### src/rtl/rv32i_mem_arbiter_if.sv
// rtl/rv32i_mem_arbiter_if.sv - fetch, LSU and memory signal bundle for the I/D memory arbiter
// master: the core and memory side that drives requests and read data; slave: the arbiter.
interface rv32i_mem_arbiter_if;
    logic        i_req;
    logic [31:0] i_addr;
    logic        i_gnt;
    logic        i_rvalid;
    logic [31:0] i_rdat;

    logic        d_req;
    logic        d_we;
    logic [31:0] d_addr;
    logic [3:0]  d_be;
    logic [31:0] d_wdat;
    logic        d_gnt;
    logic        d_rvalid;
    logic [31:0] d_rdat;

    logic        mem_req;
    logic        mem_we;
    logic [31:0] mem_addr;
    logic [3:0]  mem_be;
    logic [31:0] mem_wdat;
    logic [31:0] mem_rdat;

    modport master (
        output i_req, i_addr,
        output d_req, d_we, d_addr, d_be, d_wdat,
        output mem_rdat,
        input  i_gnt, i_rvalid, i_rdat,
        input  d_gnt, d_rvalid, d_rdat,
        input  mem_req, mem_we, mem_addr, mem_be, mem_wdat
    );

    modport slave (
        input  i_req, i_addr,
        input  d_req, d_we, d_addr, d_be, d_wdat,
        input  mem_rdat,
        output i_gnt, i_rvalid, i_rdat,
        output d_gnt, d_rvalid, d_rdat,
        output mem_req, mem_we, mem_addr, mem_be, mem_wdat
    );
endinterface

### src/rtl/rv32i_mem_arbiter.sv
// rtl/rv32i_mem_arbiter.sv - shares one fixed-latency memory between fetch (I) and LSU (D) ports
// Default: D priority with I starvation guard; define RV32I_ARB_RR_EN for round-robin.
module rv32i_mem_arbiter #(
    parameter int RD_LAT     = 1,
    parameter int STARVE_MAX = 4
) (
    input  logic               clk_i,
    input  logic               rst_ni,
    rv32i_mem_arbiter_if.slave bus
);
    localparam logic PORT_I = 1'b0;
    localparam logic PORT_D = 1'b1;

    logic sel_i;
    logic sel_d;
    logic arb_en;

    // Flopped reset release keeps grants low while reset is asserted without
    // routing the asynchronous reset into combinational logic.
    always_ff @(posedge clk_i or negedge rst_ni) begin
        if (!rst_ni) begin
            arb_en <= 1'b0;
        end else begin
            arb_en <= 1'b1;
        end
    end

`ifdef RV32I_ARB_RR_EN
    logic last_gnt;

    always_comb begin
        sel_i = 1'b0;
        sel_d = 1'b0;
        if (arb_en) begin
            if (bus.i_req && bus.d_req) begin
                sel_d = (last_gnt == PORT_I);
                sel_i = !sel_d;
            end else begin
                sel_i = bus.i_req;
                sel_d = bus.d_req;
            end
        end
    end

    always_ff @(posedge clk_i or negedge rst_ni) begin
        if (!rst_ni) begin
            last_gnt <= PORT_I;
        end else if (sel_d) begin
            last_gnt <= PORT_D;
        end else if (sel_i) begin
            last_gnt <= PORT_I;
        end
    end
`else
    localparam logic [3:0] STARVE_LIM = 4'(STARVE_MAX);

    logic [3:0] starve_cnt;

    always_comb begin
        sel_i = 1'b0;
        sel_d = 1'b0;
        if (arb_en) begin
            if (bus.i_req && bus.d_req) begin
                sel_i = (starve_cnt == STARVE_LIM);
                sel_d = !sel_i;
            end else begin
                sel_i = bus.i_req;
                sel_d = bus.d_req;
            end
        end
    end

    always_ff @(posedge clk_i or negedge rst_ni) begin
        if (!rst_ni) begin
            starve_cnt <= 4'd0;
        end else if (bus.i_req && !sel_i) begin
            if (starve_cnt != STARVE_LIM) begin
                starve_cnt <= starve_cnt + 4'd1;
            end
        end else begin
            starve_cnt <= 4'd0;
        end
    end
`endif

    assign bus.i_gnt = sel_i;
    assign bus.d_gnt = sel_d;

    always_comb begin
        bus.mem_req  = 1'b0;
        bus.mem_we   = 1'b0;
        bus.mem_addr = 32'h0;
        bus.mem_be   = 4'h0;
        bus.mem_wdat = 32'h0;
        if (sel_d) begin
            bus.mem_req  = 1'b1;
            bus.mem_we   = bus.d_we;
            bus.mem_addr = bus.d_addr;
            bus.mem_be   = bus.d_be;
            bus.mem_wdat = bus.d_wdat;
        end else if (sel_i) begin
            bus.mem_req  = 1'b1;
            bus.mem_addr = bus.i_addr;
            bus.mem_be   = 4'hF;
        end
    end

    // One stage per cycle of read latency; the tail lines up with mem_rdat.
    logic [RD_LAT-1:0] sr_valid;
    logic [RD_LAT-1:0] sr_port;
    logic [RD_LAT-1:0] sr_we;

    always_ff @(posedge clk_i or negedge rst_ni) begin
        if (!rst_ni) begin
            sr_valid <= '0;
            sr_port  <= '0;
            sr_we    <= '0;
        end else begin
            for (int k = RD_LAT - 1; k > 0; k--) begin
                sr_valid[k] <= sr_valid[k-1];
                sr_port[k]  <= sr_port[k-1];
                sr_we[k]    <= sr_we[k-1];
            end
            sr_valid[0] <= sel_i | sel_d;
            sr_port[0]  <= sel_d ? PORT_D : PORT_I;
            sr_we[0]    <= sel_d & bus.d_we;
        end
    end

    logic tail_valid;
    logic tail_port;
    logic tail_we;

    assign tail_valid = sr_valid[RD_LAT-1];
    assign tail_port  = sr_port[RD_LAT-1];
    assign tail_we    = sr_we[RD_LAT-1];

    always_comb begin
        bus.i_rvalid = 1'b0;
        bus.i_rdat   = 32'h0;
        bus.d_rvalid = 1'b0;
        bus.d_rdat   = 32'h0;
        if (tail_valid && tail_port == PORT_I) begin
            bus.i_rvalid = 1'b1;
            bus.i_rdat   = bus.mem_rdat;
        end
        if (tail_valid && tail_port == PORT_D) begin
            bus.d_rvalid = 1'b1;
            if (!tail_we) begin
                bus.d_rdat = bus.mem_rdat;
            end
        end
    end

    a_legal_params: assert property (@(posedge clk_i)
        (RD_LAT >= 1) && (RD_LAT <= 4) && (STARVE_MAX >= 1) && (STARVE_MAX <= 15));

    a_i_aligned: assert property (@(posedge clk_i) disable iff (!rst_ni)
        bus.i_gnt |-> (bus.i_addr[1:0] == 2'b00));
endmodule

### src/flat_wrapper.sv
// flat-port wrapper written by rule: the top's interface ports become plain ports
module rv32i_mem_arbiter_flat 
#(
    parameter int RD_LAT     = 1,
    parameter int STARVE_MAX = 4
)
  (clk_i, rst_ni, bus_i_req, bus_i_addr, bus_d_req, bus_d_we, bus_d_addr, bus_d_be, bus_d_wdat, bus_mem_rdat, bus_i_gnt, bus_i_rvalid, bus_i_rdat, bus_d_gnt, bus_d_rvalid, bus_d_rdat, bus_mem_req, bus_mem_we, bus_mem_addr, bus_mem_be, bus_mem_wdat);
  rv32i_mem_arbiter_if bus_i ();
  input  logic clk_i;
  input  logic rst_ni;
  input wire logic [$bits(bus_i.i_req)-1:0] bus_i_req;
  input wire logic [$bits(bus_i.i_addr)-1:0] bus_i_addr;
  input wire logic [$bits(bus_i.d_req)-1:0] bus_d_req;
  input wire logic [$bits(bus_i.d_we)-1:0] bus_d_we;
  input wire logic [$bits(bus_i.d_addr)-1:0] bus_d_addr;
  input wire logic [$bits(bus_i.d_be)-1:0] bus_d_be;
  input wire logic [$bits(bus_i.d_wdat)-1:0] bus_d_wdat;
  input wire logic [$bits(bus_i.mem_rdat)-1:0] bus_mem_rdat;
  output wire logic [$bits(bus_i.i_gnt)-1:0] bus_i_gnt;
  output wire logic [$bits(bus_i.i_rvalid)-1:0] bus_i_rvalid;
  output wire logic [$bits(bus_i.i_rdat)-1:0] bus_i_rdat;
  output wire logic [$bits(bus_i.d_gnt)-1:0] bus_d_gnt;
  output wire logic [$bits(bus_i.d_rvalid)-1:0] bus_d_rvalid;
  output wire logic [$bits(bus_i.d_rdat)-1:0] bus_d_rdat;
  output wire logic [$bits(bus_i.mem_req)-1:0] bus_mem_req;
  output wire logic [$bits(bus_i.mem_we)-1:0] bus_mem_we;
  output wire logic [$bits(bus_i.mem_addr)-1:0] bus_mem_addr;
  output wire logic [$bits(bus_i.mem_be)-1:0] bus_mem_be;
  output wire logic [$bits(bus_i.mem_wdat)-1:0] bus_mem_wdat;
  assign bus_i.i_req = bus_i_req;
  assign bus_i.i_addr = bus_i_addr;
  assign bus_i.d_req = bus_d_req;
  assign bus_i.d_we = bus_d_we;
  assign bus_i.d_addr = bus_d_addr;
  assign bus_i.d_be = bus_d_be;
  assign bus_i.d_wdat = bus_d_wdat;
  assign bus_i.mem_rdat = bus_mem_rdat;
  assign bus_i_gnt = bus_i.i_gnt;
  assign bus_i_rvalid = bus_i.i_rvalid;
  assign bus_i_rdat = bus_i.i_rdat;
  assign bus_d_gnt = bus_i.d_gnt;
  assign bus_d_rvalid = bus_i.d_rvalid;
  assign bus_d_rdat = bus_i.d_rdat;
  assign bus_mem_req = bus_i.mem_req;
  assign bus_mem_we = bus_i.mem_we;
  assign bus_mem_addr = bus_i.mem_addr;
  assign bus_mem_be = bus_i.mem_be;
  assign bus_mem_wdat = bus_i.mem_wdat;
  rv32i_mem_arbiter #(.RD_LAT(RD_LAT), .STARVE_MAX(STARVE_MAX)) u_core (.clk_i(clk_i), .rst_ni(rst_ni), .bus(bus_i));
endmodule
### config.mk
export PLATFORM = sky130hd
export DESIGN_NAME = rv32i_mem_arbiter_flat
export DESIGN_NICKNAME = d
export VERILOG_FILES = /design/src/rtl/rv32i_mem_arbiter_if.sv /design/src/rtl/rv32i_mem_arbiter.sv /design/src/flat_wrapper.sv
export SDC_FILE = /design/constraint.sdc
export NUM_CORES = 1
export LEC_CHECK = 0
export BUFFER_PORTS_ARGS = -buffer_cell sky130_fd_sc_hd__buf_2
export CORE_AREA = 2 2 107 109
export CTS_CLUSTER_DIAMETER = 50
export DETAILED_ROUTE_END_ITERATION = 12
export DIE_AREA = 0 0 109 111
export PLACE_DENSITY_LB_ADDON = 0.2
export SLEW_MARGIN = 20
export SYNTH_ARGS = -nofsm -noshare
export SYNTH_HDL_FRONTEND = slang
export SYNTH_SLANG_ARGS = --single-unit
### constraint.sdc
create_clock -name clk_i -period 2.98 [get_ports clk_i]
set_input_delay 0.894 -clock clk_i [delete_from_list [all_inputs] [get_ports clk_i]]
set_output_delay 0.894 -clock clk_i [all_outputs]
set_load 0.02 [all_outputs]
==> results.sh, run 1 <==
export IMPL_arrival_ns=2.05
export IMPL_fin_total_pwr_mw=0.754
export IMPL_layout_drive_gt1_share=0.626
export IMPL_io_pins=275
export IMPL_finalHoldViolations=0
export IMPL_synthTopCellsByCount="and2_1, a22o_1, clkbuf_1, dfrtp_1, nand2_1"
export IMPL_final_cells=606
export IMPL_max_freq_mhz=340
export IMPL_dp_hpwl_mm=6.92
export IMPL_peakVddDrop_v=0.000200
export IMPL_cts_path_max_buffers=2
export IMPL_utilization=0.277
export IMPL_cap_violations=0
export IMPL_die_area_um2=12100
export IMPL_fp_dieH_um=111
export IMPL_via_count=2397
export IMPL_yosys_top_cells_area="and2_1, a22o_1, dfrtp_1"
export IMPL_totalWireLength_mm=7.72
export IMPL_p_per_area_nw_per_um2=246
export IMPL_criticalPathCategory="input pin to output pin"
export IMPL_die_w_um=109
export IMPL_wl_per_cell_um=12.7
export IMPL_syn_area_um2=1440
export IMPL_clk_pin_slew_ns=0.04
export IMPL_final_area_um2=3070
export IMPL_crit_required_ns=2.09
export IMPL_cp_start_kind="input pin"
export IMPL_antenna_found_initial=0
export IMPL_cts_hold_buffers=0
export IMPL_ys_seq_area_frac=0.139
export IMPL_drtAntennaViolNets=0
export IMPL_fin_nets=604
export IMPL_fin_setup_tns_ns=0
export IMPL_nFillCells=1240
export IMPL_yosys_cell_types_count=27
export IMPL_cts_sinks=8
export IMPL_drt_iter0_markers=101
export IMPL_htree_levels=1
export IMPL_setup_viol=0
export IMPL_viasPerCell=3.96
export IMPL_dp_cells=603
export IMPL_grt_pass1_wl_mm=11.0
export IMPL_cts_tree="done"
export IMPL_synth_top_area_cell="and2_1"
export IMPL_syn_to_final_growth_pct=112
export IMPL_std_cell_rows=39
export IMPL_period_needed_ns=2.94
export IMPL_p_leak_nw=1.94
export IMPL_drc=0
export IMPL_async_flop_share=1.00
export IMPL_period_share=0.987
export IMPL_path_max_fanout=33
export IMPL_avgSynthCellArea_um2=7.40
export IMPL_whs_ns=0.501
export IMPL_synth_ff_type="dfrtp_1"
export IMPL_synth_edf_count=0
export IMPL_cts_root_buffer="clkbuf_16"
export IMPL_antenna_diode_count=0
export IMPL_core_um2=11100
export IMPL_status="complete, no violations"
export IMPL_synthCells=195
export IMPL_drv_slew=0
export IMPL_synth_top_area_share=0.425
export IMPL_hold_class="input pin to async pin"
export IMPL_portBuffers=274
export IMPL_syn_nets=334
export IMPL_rsz0062_at_grt="no"
export IMPL_grt_use_total=0.116
export IMPL_post_cts_repair_setup_buffers=0
export IMPL_cts_buffers=3
export IMPL_synth_ff_latch_count=8
export IMPL_first_pass_iters=4
export IMPL_yosysMostFrequentCell="and2_1"
export IMPL_ys_warn_count=0
export IMPL_setup_ws_ns=0.0397
export IMPL_placed_cell_area_um2=2980
export IMPL_grt_max_degree=36
export IMPL_end_kind="output pin"
export IMPL_grt_pass1_vias=2300
export IMPL_gr_total_overflow=0
export IMPL_rr_worst_depth=6
export IMPL_insertion_delay_ns=0.23
export IMPL_finalWeightedCongestion=0.815
export IMPL_pre_cts_ws_ns=-0.00736
export IMPL_start_util=0.130
export IMPL_final_setup_skew_ns=0.000255
[critical path, stage by stage]
cell and delay (ns):
buf_2 0.12, and4b_4 0.23, o21a_4 0.23, buf_12 0.16
a22o_1 0.25, buf_2 0.17
[kinds of logic after synthesis]
kind of cell | Yosys count | synth area share
simple gates | 120 | 0.510
compound gates | 42 | 0.243
buf+inv | 21 | 0.0823
flops | 8 | 0.139
fa+ha+maj | 2 | 0.0173
xor+xnor | 1 | 0.00607
other cells | 1 | 0.00260
[flip-flops by register name (all words and copies together) (netlist names)]
| signal | flops |
|---|---|
| u_core.arb_en | 1 |
| u_core.sr_port | 1 |
| u_core.sr_valid | 1 |
| u_core.sr_we | 1 |
| u_core.starve_cnt | 4 |
[per-layer routing]
| layer | vias to the layer above | global-route usage | share of wire |
|---|---|---|---|
| li1 | 1191 | - | - |
| met2 | 166 | 0.246 | 0.55 |
| met3 | 4 | 0.0218 | 0.11 |
| met4 | 0 | 0.0256 | 0.0089 |
| met1 | 1036 | 0.108 | 0.33 |
| met5 | - | 0 | 0 |
[cells in the final DEF, fill, tap and decap left out]
cell type / count
inv_1: 3
nand2_1: 7
buf_2: 274
nor2_4: 1
nor2_1: 2
nand2b_1: 1
and2_1: 98
a21oi_1: 1
dfrtp_1: 8
and4b_4: 1
o21ai_0: 1
nand4_1: 1
o21a_1: 1
a21boi_0: 5
ha_1: 2
conb_1: 1
buf_4: 7
nor2b_1: 3
xnor2_1: 1
o21a_4: 1
nand3b_1: 1
o31ai_1: 1
nor3_2: 1
or3_1: 1
a22o_1: 32
buf_12: 2
nand3_1: 3
clkbuf_16: 3
[cell type report]
class / count / area, um^2 / share of cell area
Multi-Input combinational cell: 166 / 1140 / 0.371
Sequential cell: 8 / 200 / 0.0653
Timing Repair Buffer: 283 / 1460 / 0.477
Inverter: 3 / 11.3 / 0.00367
Tap cell: 143 / 179 / 0.0583
Clock buffer: 3 / 75.1 / 0.0245
[what timing repair did]
action	4_1_cts	5_1_grt
setup endpoints to repair	1	1
gates resized for setup	1	0
pin swaps	0	1
[worst paths after layout]
kind / slack (ns) / to / start
max: 0.04 / bus_mem_addr[5] / bus_i_req
min: 0.50 / u_core.starve_cnt[0]$_DFFE_PN0P_ / rst_ni
max reg2reg: 1.51 / u_core.sr_we$_DFF_PN0_ / u_core.starve_cnt[0]$_DFFE_PN0P_
min reg2reg: 0.58 / u_core.starve_cnt[0]$_DFFE_PN0P_ / u_core.starve_cnt[0]$_DFFE_PN0P_
max in group asynchronous: 2.31 / u_core.starve_cnt[1]$_DFFE_PN0P_ / rst_ni
min in group clk_i: 0.58 / u_core.starve_cnt[0]$_DFFE_PN0P_ / u_core.starve_cnt[0]$_DFFE_PN0P_
[power breakdown]
part           switching [mW]  internal [mW]
Combinational           0.229          0.181
Sequential            0.00572          0.115
Clock                  0.0509          0.173
Power figures use the tool's default switching activity.
==> run 2, diff against run 1 <==
CORE_AREA = 2 2 108 110   (was 2 2 107 109)
CTS_BUF_LIST = sky130_fd_sc_hd__clkbuf_8   (was default)
DIE_AREA = 0 0 110 112   (was 0 0 109 111)
==> results.sh, run 2 (same netlist as run 1, synthesis figures left out) <==
export IMPL_status="complete, no violations"
export IMPL_syn_to_final_growth_pct=108
export IMPL_utilization=0.269
export IMPL_portBuffers=274
export IMPL_grt_pass1_wl_mm=10.6
export IMPL_fp_dieH_um=112
export IMPL_die_w_um=110
export IMPL_grt_max_degree=37
export IMPL_clk_pin_slew_ns=0.04
export IMPL_fin_nets=602
export IMPL_std_cell_rows=39
export IMPL_period_share=0.981
export IMPL_cts_tree="done"
export IMPL_cp_cell_sequence="buf_2 -> and4b_4 -> o21a_1 -> buf_12 -> a22o_1 -> buf_2"
export IMPL_start_util=0.129
export IMPL_power_frac_comb=0.620
export IMPL_layout_drive_gt1_share=0.623
export IMPL_wl_met1_mm=2.59
export IMPL_cp_slowest_cell="a22o_1"
export IMPL_arrival_ns=2.03
export IMPL_clkPwrFrac=0.197
export IMPL_insertion_delay_ns=0.23
export IMPL_p_per_area_nw_per_um2=218
export IMPL_highest_layer="met4"
export IMPL_ff_latch_area_um2=200
export IMPL_grt_pass1_vias=2123
export IMPL_totalWireLength_mm=7.73
export IMPL_finalWeightedCongestion=0.755
export IMPL_cts_path_max_buffers=2
export IMPL_max_freq_mhz=342
export IMPL_final_setup_skew_ns=0.00296
export IMPL_wl_met2_mm=4.32
export IMPL_top_register="u_core.starve_cnt"
export IMPL_cap_violations=0
export IMPL_fin_setup_tns_ns=0
export IMPL_setup_viol=0
export IMPL_path_max_fanout=34
export IMPL_cts_sinks=8
export IMPL_cts_resized=0
export IMPL_p_sw_mw=0.277
export IMPL_first_pass_iters=4
export IMPL_htree_levels=1
export IMPL_final_common_cell="buf_2"
export IMPL_cp_slowest_stage_delay_ns=0.26
export IMPL_finalHoldViolations=0
export IMPL_dp_hpwl_mm=6.87
export IMPL_hold_class="input pin to async pin"
export IMPL_largest_reg_flops=4
export IMPL_p_seq_frac=0.183
export IMPL_crit_required_ns=2.09
export IMPL_via_count=2378
export IMPL_p_int_mw=0.381
export IMPL_drtAntennaViolNets=0
export IMPL_p_sw_frac=0.421
export IMPL_nFillCells=1246
export IMPL_gr_total_overflow=0
export IMPL_antenna_diode_count=0
export IMPL_cp_start_kind="input pin"
export IMPL_cts_buffers=3
export IMPL_drc=0
export IMPL_drt_iter0_markers=86
export IMPL_grt_use_total=0.111
export IMPL_drv_slew=0
export IMPL_cts_hold_buffers=0
export IMPL_cts_root_buffer="clkbuf_8"
export IMPL_wl_per_cell_um=12.8
export IMPL_die_area_um2=12300
export IMPL_criticalPathCategory="input pin to output pin"
export IMPL_multi_input_area_um2=1130
export IMPL_crit_top_cell="buf_2"
export IMPL_viasPerCell=3.94
export IMPL_p_leak_nw=1.92
export IMPL_dr_wl_met3_um=782
export IMPL_core_um2=11200
export IMPL_post_cts_repair_setup_buffers=0
export IMPL_end_kind="output pin"
export IMPL_rsz0062_at_grt="no"
export IMPL_mostFrequentLayoutCells="buf_2, and2_1, a22o_1"
export IMPL_peakVddDrop_v=0.0000744
export IMPL_antenna_found_initial=0
export IMPL_period_needed_ns=2.92
export IMPL_io_pins=275
run 2: changes by cell type in the layout (fill, tap and decap cells not counted):
| cell | before | now |
|---|---|---|
| buf_4 | 7 | 5 |
| o21a_4 | 1 | 0 |
| clkbuf_8 | 0 | 3 |
| clkbuf_16 | 3 | 0 |
| o21a_1 | 1 | 2 |
run 2: worst paths after layout:
path / startpoint / to / slack (ns) / cells after the start
max: bus_i_req / bus_mem_addr[7] / 0.06 / 6
min: rst_ni / u_core.sr_we$_DFF_PN0_ / 0.51 / 1
max reg2reg: u_core.starve_cnt[0]$_DFFE_PN0P_ / u_core.starve_cnt[2]$_DFFE_PN0P_ / 1.42 / 6
min reg2reg: u_core.starve_cnt[0]$_DFFE_PN0P_ / u_core.starve_cnt[0]$_DFFE_PN0P_ / 0.59 / 2
max in group asynchronous: rst_ni / u_core.sr_port$_DFF_PN0_ / 2.30 / 1
min in group clk_i: u_core.starve_cnt[0]$_DFFE_PN0P_ / u_core.starve_cnt[0]$_DFFE_PN0P_ / 0.59 / 2
run 2: cell type report:
type | instances | share of cell area
multi-input cells | 166 | 0.375
flip-flops and latches | 8 | 0.0665
inverters | 3 | 0.00374
repair buffers | 281 | 0.481
clock buffers | 3 | 0.0137
well taps | 143 | 0.0594
run 2: power by group through the flow:
| stage | Combinational [mW] | Sequential (mW) | Clock [mW] |
|---|---|---|---|
| floorplan | 0.219 | 0.119 | 0 |
| global placement | 0.413 | 0.122 | 0 |
| detailed placement | 0.415 | 0.121 | 0 |
| CTS | 0.415 | 0.120 | 0.137 |
| global route | 0.444 | 0.121 | 0.140 |
| finish | 0.408 | 0.120 | 0.130 |
run 2: critical path, delay by kind of cell:
family / cells / cell delay, ns
compound gates: 2 / 0.47
simple gates: 1 / 0.22
buf+inv: 3 / 0.44
run 2: per-stage QoR:
stage                     total power, mW  std cells  hold WS [ns]  area, um^2  setup WS [ns]
after floorplan                     0.338        195         0.538        1440          0.214
after global routing                0.705        604         0.518        3010        0.00713
after CTS                           0.672        604         0.511        3010         0.0471
final                               0.658        604         0.506        3010         0.0572
after global placement              0.534        601         0.575        2970         0.0539
after detailed placement            0.536        601         0.588        2970         0.0436
run 2: metal layers:
| layer | up-vias | global-route usage |
|---|---|---|
| met5 | - | 0 |
| met4 | 0 | 0.0177 |
| met3 | 2 | 0.0141 |
| met2 | 172 | 0.240 |
| met1 | 1020 | 0.108 |
| li1 | 1184 | - |
